--- src/rtl/demux_memoria_valid.sv ---
// Registered 1-to-2 demultiplexer: each valid word is steered to one lane, which
// holds the word, pulses its valid for one cycle and counts the delivery.
module demux_memoria_valid #(
  parameter int BW = 2,
  parameter int CW = 4
) (
  input  logic          clk,
  input  logic          reset_L,
  input  logic [BW-1:0] data_in,
  input  logic          valid_in,
  input  logic          selector,
  input  logic          auto_sel,
  output logic [BW-1:0] data_out0,
  output logic [BW-1:0] data_out1,
  output logic          valid_out0,
  output logic          valid_out1,
  output logic          lane_ptr,
  output logic [CW-1:0] count0,
  output logic [CW-1:0] count1
);

  logic [BW-1:0] r_data0, r_data1;
  logic          r_vld0, r_vld1;
  logic          r_ptr;
  logic [CW-1:0] r_cnt0, r_cnt1;
  logic          w_lane;

  // Auto mode replays the stored pointer so interleaving resumes where it left off.
  assign w_lane = auto_sel ? r_ptr : selector;

  always_ff @(posedge clk or negedge reset_L) begin
    if (!reset_L) begin
      r_data0 <= '0;
      r_data1 <= '0;
      r_vld0  <= 1'b0;
      r_vld1  <= 1'b0;
      r_ptr   <= 1'b0;
      r_cnt0  <= '0;
      r_cnt1  <= '0;
    end else begin
      // Gating by valid_in keeps an unknown lane/data from leaking when idle.
      r_vld0 <= valid_in & ~w_lane;
      r_vld1 <= valid_in &  w_lane;
      if (valid_in) begin
        if (w_lane) begin
          r_data1 <= data_in;
          r_cnt1  <= r_cnt1 + 1'b1;
        end else begin
          r_data0 <= data_in;
          r_cnt0  <= r_cnt0 + 1'b1;
        end
        if (auto_sel) r_ptr <= ~r_ptr;
      end
    end
  end

  assign data_out0  = r_data0;
  assign data_out1  = r_data1;
  assign valid_out0 = r_vld0;
  assign valid_out1 = r_vld1;
  assign lane_ptr   = r_ptr;
  assign count0     = r_cnt0;
  assign count1     = r_cnt1;

endmodule

--- config.mk ---
export PLATFORM = sky130hd
export DESIGN_NAME = demux_memoria_valid
export DESIGN_NICKNAME = d
export VERILOG_FILES = /design/src/rtl/demux_memoria_valid.sv
export SDC_FILE = /design/constraint.sdc
export NUM_CORES = 1
export LEC_CHECK = 0
export ABC_AREA = 0
export CORE_MARGIN = 1.5
export CORE_UTILIZATION = 45
export CTS_BUF_LIST = sky130_fd_sc_hd__clkbuf_4 sky130_fd_sc_hd__clkbuf_8 sky130_fd_sc_hd__clkbuf_16
export CTS_CLUSTER_SIZE = 20
export DETAILED_ROUTE_END_ITERATION = 8
export PLACE_DENSITY = 0.85
export SETUP_SLACK_MARGIN = 0.02
export SLEW_MARGIN = 20
export SYNTH_ARGS = -nofsm -noshare
export SYNTH_HDL_FRONTEND = slang
export SYNTH_SLANG_ARGS = --single-unit
--- constraint.sdc ---
create_clock -name clk -period 3.25 [get_ports clk]
set_input_delay 0.325 -clock clk [delete_from_list [all_inputs] [get_ports clk]]
set_output_delay 0.325 -clock clk [all_outputs]
set_load 0.01 [all_outputs]
==> out/results.txt <==
via count: 400
total area of multi-input combinational cells: 236 um^2
r2r endpoint: data_out1[1]
number of max-slew violations in the final report: 0
Clk pin slew, worst setup/hold paths: 80 ps
Max rail drop VDD: 0.517 mV
core area: 1280 um^2
total die area: 1610 um^2
sum of negative setup slack: 0 ps
Synth warnings: 0
synthesized instance count: 43
TritonCTS clock tree: yes
Final setup violation count: 0
Worst-Skew Late Latency: 280 ps
setup repair after global routing missed its margin: no
flops & latches, synth: 15
clk sink count: 15
Die Ht: 40.1 um
number of unique standard cell types used by synthesis: 15
number of global-route vias before repair: 402
fraction of final layout cells sized beyond drive strength 1: 19.1%
stage delay of the slowest cell on the critical path: 500 ps
initial core utilization: 48.2%
largest net degree at the start of global routing: 16
number of nets with antenna violations after routing: 0
initial antenna violation count: 0
number of buffer cells added on primary ports: 21
power density normalized to cell area: 923 nW/um^2
clock root cell: clkbuf_4
net count reported at finish: 78
Period Utilization, post-route: 50.3%
Antenna Diode Count: 0
dpl cells: 79
Clock Tree Buf Depth: 2
endpoint class of the critical path: flop
final worst path period need: 1640 ps
startpoint of the worst-slack reg-to-reg timing path: lane_ptr
Critical Path Fanout Max: 6
global-route wire length before repair: 1640 um
deepest level of the CTS H-tree: 1
post-synthesis sequential area ratio: 60.6%
CTS hold repair buffers: 0
Routability Congestion: 0.659
class of the tightest hold or removal check: primary input to asynchronous set/reset pin
Syn Std Cell Area: 619 um^2
average vias per placed instance: 4.82
global routing usage summed across all routing layers: 16.3%
filler instances: 99
Initial DRC Count: 6
Storage cell area: 375 um^2
final setup skew: 2.43 ps
number of buffers created by CTS: 3
worst r2r path cells: 3
data required time at the worst endpoint: 3420 ps
number of endpoints with negative hold slack in the final report: 0
mean post-synth cell area: 14.4 um^2
worst rel slew slack: 55.8%
Post-Layout Cell Count: 83
final wirelength: 1070 um
final routed wire length divided by cell count: 12.9 um
Top delay family on crit path: multiplexers
worst setup path startpoint: auto_sel
number of primary I/O pins: 22
standby leakage power: 0.402 nW
Site Rows: 13
DPL Wire Length: 809 um
setup bufs post-CTS: 0
result of the run: complete, no violations
end point of the critical path: data_out1[1]
Worst Path Class, Setup: primary input to flop
crit-path cells: clkdlybuf4s50_1, mux2i_2, nand2b_4, mux2_2
Remaining DRCs: 0
slew at the pin closest to its max-slew limit: 660 ps
CP startpoint kind: primary input
post-cts sizing count: 0
data arrival at the endpoint of the critical path: 1800 ps
slack of the worst reg-to-reg path: 1800 ps
area growth from synthesis to layout: 41.4%
highest-delay cell along the critical path: clkdlybuf4s50_1
depth of the critical timing path with buffers and inverters included: 4
Die W: 40.1 um
Pre-antenna DRT Iters: 4
critical path buffer and inverter count: 1
net count after synthesis: 52
highest clock frequency the design can meet: 611 MHz
residual overflow from global routing: 0
maximum capacitance violations: 0
==> metrics by stage <==
| step | total power [mW] | hold slack (ps) | setup WS (ps) | instance area [um^2] | utilization (%) |
|---|---|---|---|---|---|
| floorplan | 0.506 | 29.4 | 1890 | 619 | - |
| global placement | 0.699 | 456 | 1350 | 848 | 66.0 |
| detailed placement | 0.714 | 456 | 1320 | 848 | 66.0 |
| CTS | 0.819 | 461 | 1620 | 876 | 68.2 |
| global route | 0.862 | 474 | 1570 | 876 | 68.2 |
| finish | 0.808 | 445 | 1610 | 876 | 68.2 |
==> registers in the layout, summed over array words and instances, names as in the netlist <==
name	flops
count0	4
valid_out0	1
data_out1	2
count1	4
data_out0	2
valid_out1	1
lane_ptr	1
==> per-layer routing <==
layer	vias up	GRT usage [%]	share of wire, %
met5	-	0	0
met4	0	10.3	2.6
met3	5	3.33	6.7
met2	20	27.8	44
met1	182	18.3	47
li1	193	-	-
==> cell usage in the layout, fill, tap and decap left out, types with 3 or more instances in the layout <==
| cell | instances |
|---|---|
| mux2_2 | 3 |
| xnor2_1 | 5 |
| clkdlybuf4s50_1 | 21 |
| mux2_4 | 3 |
| dfrtp_1 | 15 |
| clkbuf_4 | 3 |
==> cell families after synthesis <==
group                    count (synthesis)  synth area share [%]
flip-flops                              15                  60.6
adder cells (fa/ha/maj)                  2                  4.04
buffers and inverters                    2                  1.21
multiplexers                             7                  14.9
XOR/XNOR                                 7                  9.90
AND/OR/NAND/NOR                         10                  9.30
==> cell usage after synthesis <==
master / n / share of area, %
dfrtp_1: 15 / 61
nand4_1: 1 / 1.0
and3_1: 1 / 1.0
mux2_4: 3 / 7.3
nand2b_4: 1 / 2.2
inv_1: 2 / 1.2
nor2_1: 2 / 1.2
mux2i_2: 1 / 2.2
nand2_2: 1 / 1.0
xnor2_1: 5 / 7.1
xor2_1: 2 / 2.8
ha_1: 2 / 4.0
nand2_1: 2 / 1.2
mux2_2: 3 / 5.5
nand3_1: 2 / 1.6
==> how the worst min path moves through the flow <==
stage | endpoint | cells past startpoint
2_1_floorplan | count0[0] | 0
3_3_place_gp | count1[3] | 1
3_5_place_dp | count1[3] | 1
4_1_cts | count1[2] | 1
5_1_grt | count1[3] | 1
6_report | count0[0] | 1
==> cell type report <==
class,count,share of cell area [%]
clock buffers,3,2.57
clock inverters,1,0.571
inverters,2,0.857
multi-input cells,26,27.0
flip-flops and latches,15,42.9
well taps,15,2.14
repair buffers,21,24.0
==> report_power, final <==
group / switching (mW) / internal, mW
clock: 0.0568 / 0.0457
combinational: 0.131 / 0.236
sequential: 0.0690 / 0.269
No activity file was read; power rests on OpenSTA's default activity.
==> variant 1: new RTL, config.mk and constraints unchanged <==
Set the parameter `BW` to 4 (it was 2).
--- a/src/rtl/demux_memoria_valid.sv
+++ b/src/rtl/demux_memoria_valid.sv
@@ -1,7 +1,7 @@
 // Registered 1-to-2 demultiplexer: each valid word is steered to one lane, which
 // holds the word, pulses its valid for one cycle and counts the delivery.
 module demux_memoria_valid #(
-  parameter int BW = 2,
+  parameter int BW = 4,
   parameter int CW = 4
 ) (
   input  logic          clk,
Interface: changed (resized data_in, data_out0 and data_out1); port bits go from 22 to 28. The function was not compared with the original's and may differ.
==> variant 1 against the unedited design <==
Synthesized area rose by 25%. Cell count grew 18%. Routed wire length increased by 25%. Critical path type unchanged. Sequential cell count grew 4. Global-route usage increased by 0.56 points. The flow now finishes with violations (design-rule violations). Final area is 24% higher. Non-clock buffer count increased by 6. Setup slack got worse by 0.16 ns. Total power grew 22%.
==> variant 1: results <==
export IMPL_status="finished, violations left"
export IMPL_violations="design-rule violations"
export IMPL_clk_share_pct=2.77
export IMPL_cts_resized=0
export IMPL_grt_use_total_pct=16.9
export IMPL_cp_required_ns=3.43
export IMPL_crit_path_end="data_out1[2]"
export IMPL_power_switching_uw=304
export IMPL_via_per_inst=5.10
export IMPL_layout_nets=94
export IMPL_p_leak_uw=0.000493
export IMPL_powerComb_uw=446
export IMPL_grt_max_degree=20
export IMPL_clkTransAtPathRegs_ns=0.10
export IMPL_fin_skew_ns=0.00372
export IMPL_routedWlPerCell_um=13.7
export IMPL_multi_input_area_um2=282
export IMPL_cp_max_fo=7
export IMPL_place_congestion=0.730
export IMPL_first_pass_iters=5
export IMPL_peakVddDrop_v=0.000604
export IMPL_grt_pass1_vias=487
export IMPL_placed_cell_area_mm2=0.00105
export IMPL_drive_gt1_share_pct=19.5
export IMPL_hold_path_class="reg2reg"
export IMPL_area_growth_pct=39.8
export IMPL_dpl_worst_slack_ns=1.15
export IMPL_route_detailed_drc=1
export IMPL_period_share_pct=55.3
export IMPL_grt_pass1_wl_um=2340
export IMPL_yosysUniqueCellTypes=16
export IMPL_nNonClkBuffers=27
export IMPL_grt_util_met2_pct=23.2
export IMPL_clk_power_uw=125
export IMPL_fill_cells=111
export IMPL_reg2reg_from="lane_ptr"
export IMPL_maxSlewHeadroom_pct=44.1
export IMPL_p_comb_share_pct=45.1
export IMPL_rrSetupSlack_ns=1.61
export IMPL_grt_use_met1_pct=23.7
export IMPL_port_buffers=27
export IMPL_syn_nets=63
export IMPL_netlist_instances=52
export IMPL_ys_seq_elements=19
export IMPL_nClkBuffers=4
export IMPL_die_w_um=44.5
export IMPL_multi_input_cells=30
export IMPL_grtUsageMet3_pct=6.12
export IMPL_dp_hpwl_um=1020
export IMPL_seq_cell_share_pct=43.8
export IMPL_nonClkBufAreaFrac_pct=24.9
export IMPL_synth_area_leaders="dfrtp_1 61%, mux2_4 9.7%, mux2_2 7.3%, xnor2_1 5.6%, ha_1 3.2%"
export IMPL_seq_area_frac_synth_pct=61.3
export IMPL_final_cells=98
[variant 1: changes by cell type after synthesis, sizes merged]
cell / unedited run / this run
buf: 0 / 1
dfrtp: 15 / 19
mux2: 6 / 10
[variant 1: cell families (layout without fill, tap and decap cells)]
logic type | Yosys count | count (layout) | synth area share [%]
xor+xnor | 7 | 7 | 7.90
fa+ha+maj | 2 | 2 | 3.23
buf+inv | 3 | 33 | 2.42
flops | 19 | 19 | 61.3
mux | 11 | 11 | 18.7
simple gates | 10 | 10 | 6.45
[variant 1: per-layer routing]
layer,vias up,routed length [um]
met1,245,613
li1,235,-
met4,0,23
met5,-,0
met2,17,621
met3,3,83
[variant 1: how the worst min path moves through the flow]
stage	start	end	slack, ns	depth (start not counted)
6_report	count1[3]	count1[3]	0.48	1
5_1_grt	count1[3]	count1[3]	0.50	1
4_1_cts	count1[3]	count1[3]	0.48	1
3_5_place_dp	count1[3]	count1[3]	0.47	1
3_3_place_gp	count1[3]	count1[3]	0.46	1
2_1_floorplan	reset_L	count0[0]	0.03	0
==> variant 2: new RTL, config.mk and constraints unchanged <==
Without the edit above. Make the reset (`reset_L`) synchronous in one clocked block.
--- a/src/rtl/demux_memoria_valid.sv
+++ b/src/rtl/demux_memoria_valid.sv
@@ -28,7 +28,7 @@
   // Auto mode replays the stored pointer so interleaving resumes where it left off.
   assign w_lane = auto_sel ? r_ptr : selector;
 
-  always_ff @(posedge clk or negedge reset_L) begin
+  always_ff @(posedge clk) begin
     if (!reset_L) begin
       r_data0 <= '0;
       r_data1 <= '0;
Check against the original RTL: differs if reset_L is asserted again (counterexample within 4 cycles, from zero or initial values and one cycle with reset_L low); with reset_L held inactive, the same outputs for 10 cycles.
==> variant 2 against the unedited design <==
First-iteration DRC count decreased by 83%. Routed wire length up 16%. Setup slack gained 0.039 ns. Count of clock-buffer cells in the layout did not move. Maximum frequency rose by 2.4%. Synthesized area rose by 3.6%. Highest routed layer unchanged. Die area up 3.3%. Critical endpoint is now count0[0]. Sequential cell count is the same. Final area rose by 1.0%.
Power is not compared: it rests on default switching activity, and its combinational part moved more than twofold at a synthesized area within 25%.
==> variant 2: results <==
export IMPL_place_congestion=0.687
export IMPL_crit_path_end="count0[0]"
export IMPL_grt_pass1_vias=399
export IMPL_dp_hpwl_um=910
export IMPL_synthAdderAreaFrac_pct=3.90
export IMPL_rrSetupSlack_ns=1.94
export IMPL_layout_nets=100
export IMPL_nonClkBufAreaFrac_pct=23.8
export IMPL_synth_compound_area_share_pct=3.90
export IMPL_reg2reg_from="lane_ptr"
export IMPL_synthMuxAreaShare_pct=17.7
export IMPL_vias=539
export IMPL_grt_pass1_wl_um=1680
export IMPL_path_delay_family="buffers and inverters"
export IMPL_fin_skew_ns=0.00404
export IMPL_placed_cell_area_um2=857
export IMPL_multi_input_cells=50
export IMPL_status="finished clean"
export IMPL_wl_met1_um=560
export IMPL_seq_area_um2=300
export IMPL_postLayoutCoreUtil_pct=67.1
export IMPL_drt_initial_drc_count=1
export IMPL_fin_crit_ns=1.60
export IMPL_yosysUniqueCellTypes=17
export IMPL_tightest_slew_ns=0.711
export IMPL_syn_nets=77
export IMPL_fill_cells=105
export IMPL_grt_use_total_pct=16.7
export IMPL_seq_area_frac_synth_pct=46.8
[variant 2: cell count changes after synthesis, sizes merged, moves of 4 or more]
cell	delta
nand2	+14
nand2b	+4
xnor2	-4
dfxtp	+15
mux2	-6
mux2i	+10
dfrtp	-15
[variant 2: worst min-delay path by stage]
| stage | from | end | slack, ns | cells past startpoint |
|---|---|---|---|---|
| 3_3_place_gp | data_out1[0] | data_out1[0] | 0.45 | 2 |
| 4_1_cts | data_out0[0] | data_out0[0] | 0.48 | 2 |
| 3_5_place_dp | data_out0[0] | data_out0[0] | 0.46 | 2 |
| 5_1_grt | data_out0[0] | data_out0[0] | 0.51 | 2 |
| 6_report | data_out0[0] | data_out0[0] | 0.48 | 2 |
| 2_1_floorplan | reset_L | count0[3] | 0.48 | 2 |
[variant 2: power groups by stage]
stage,Clock [uW],Sequential (uW),Combinational [uW]
2_1_floorplan,0,208,26.8
3_3_place_gp,0,204,58.5
3_5_place_dp,0,204,60.2
4_1_cts,109,200,60.5
5_1_grt,117,201,65.6
6_report,107,200,60.2
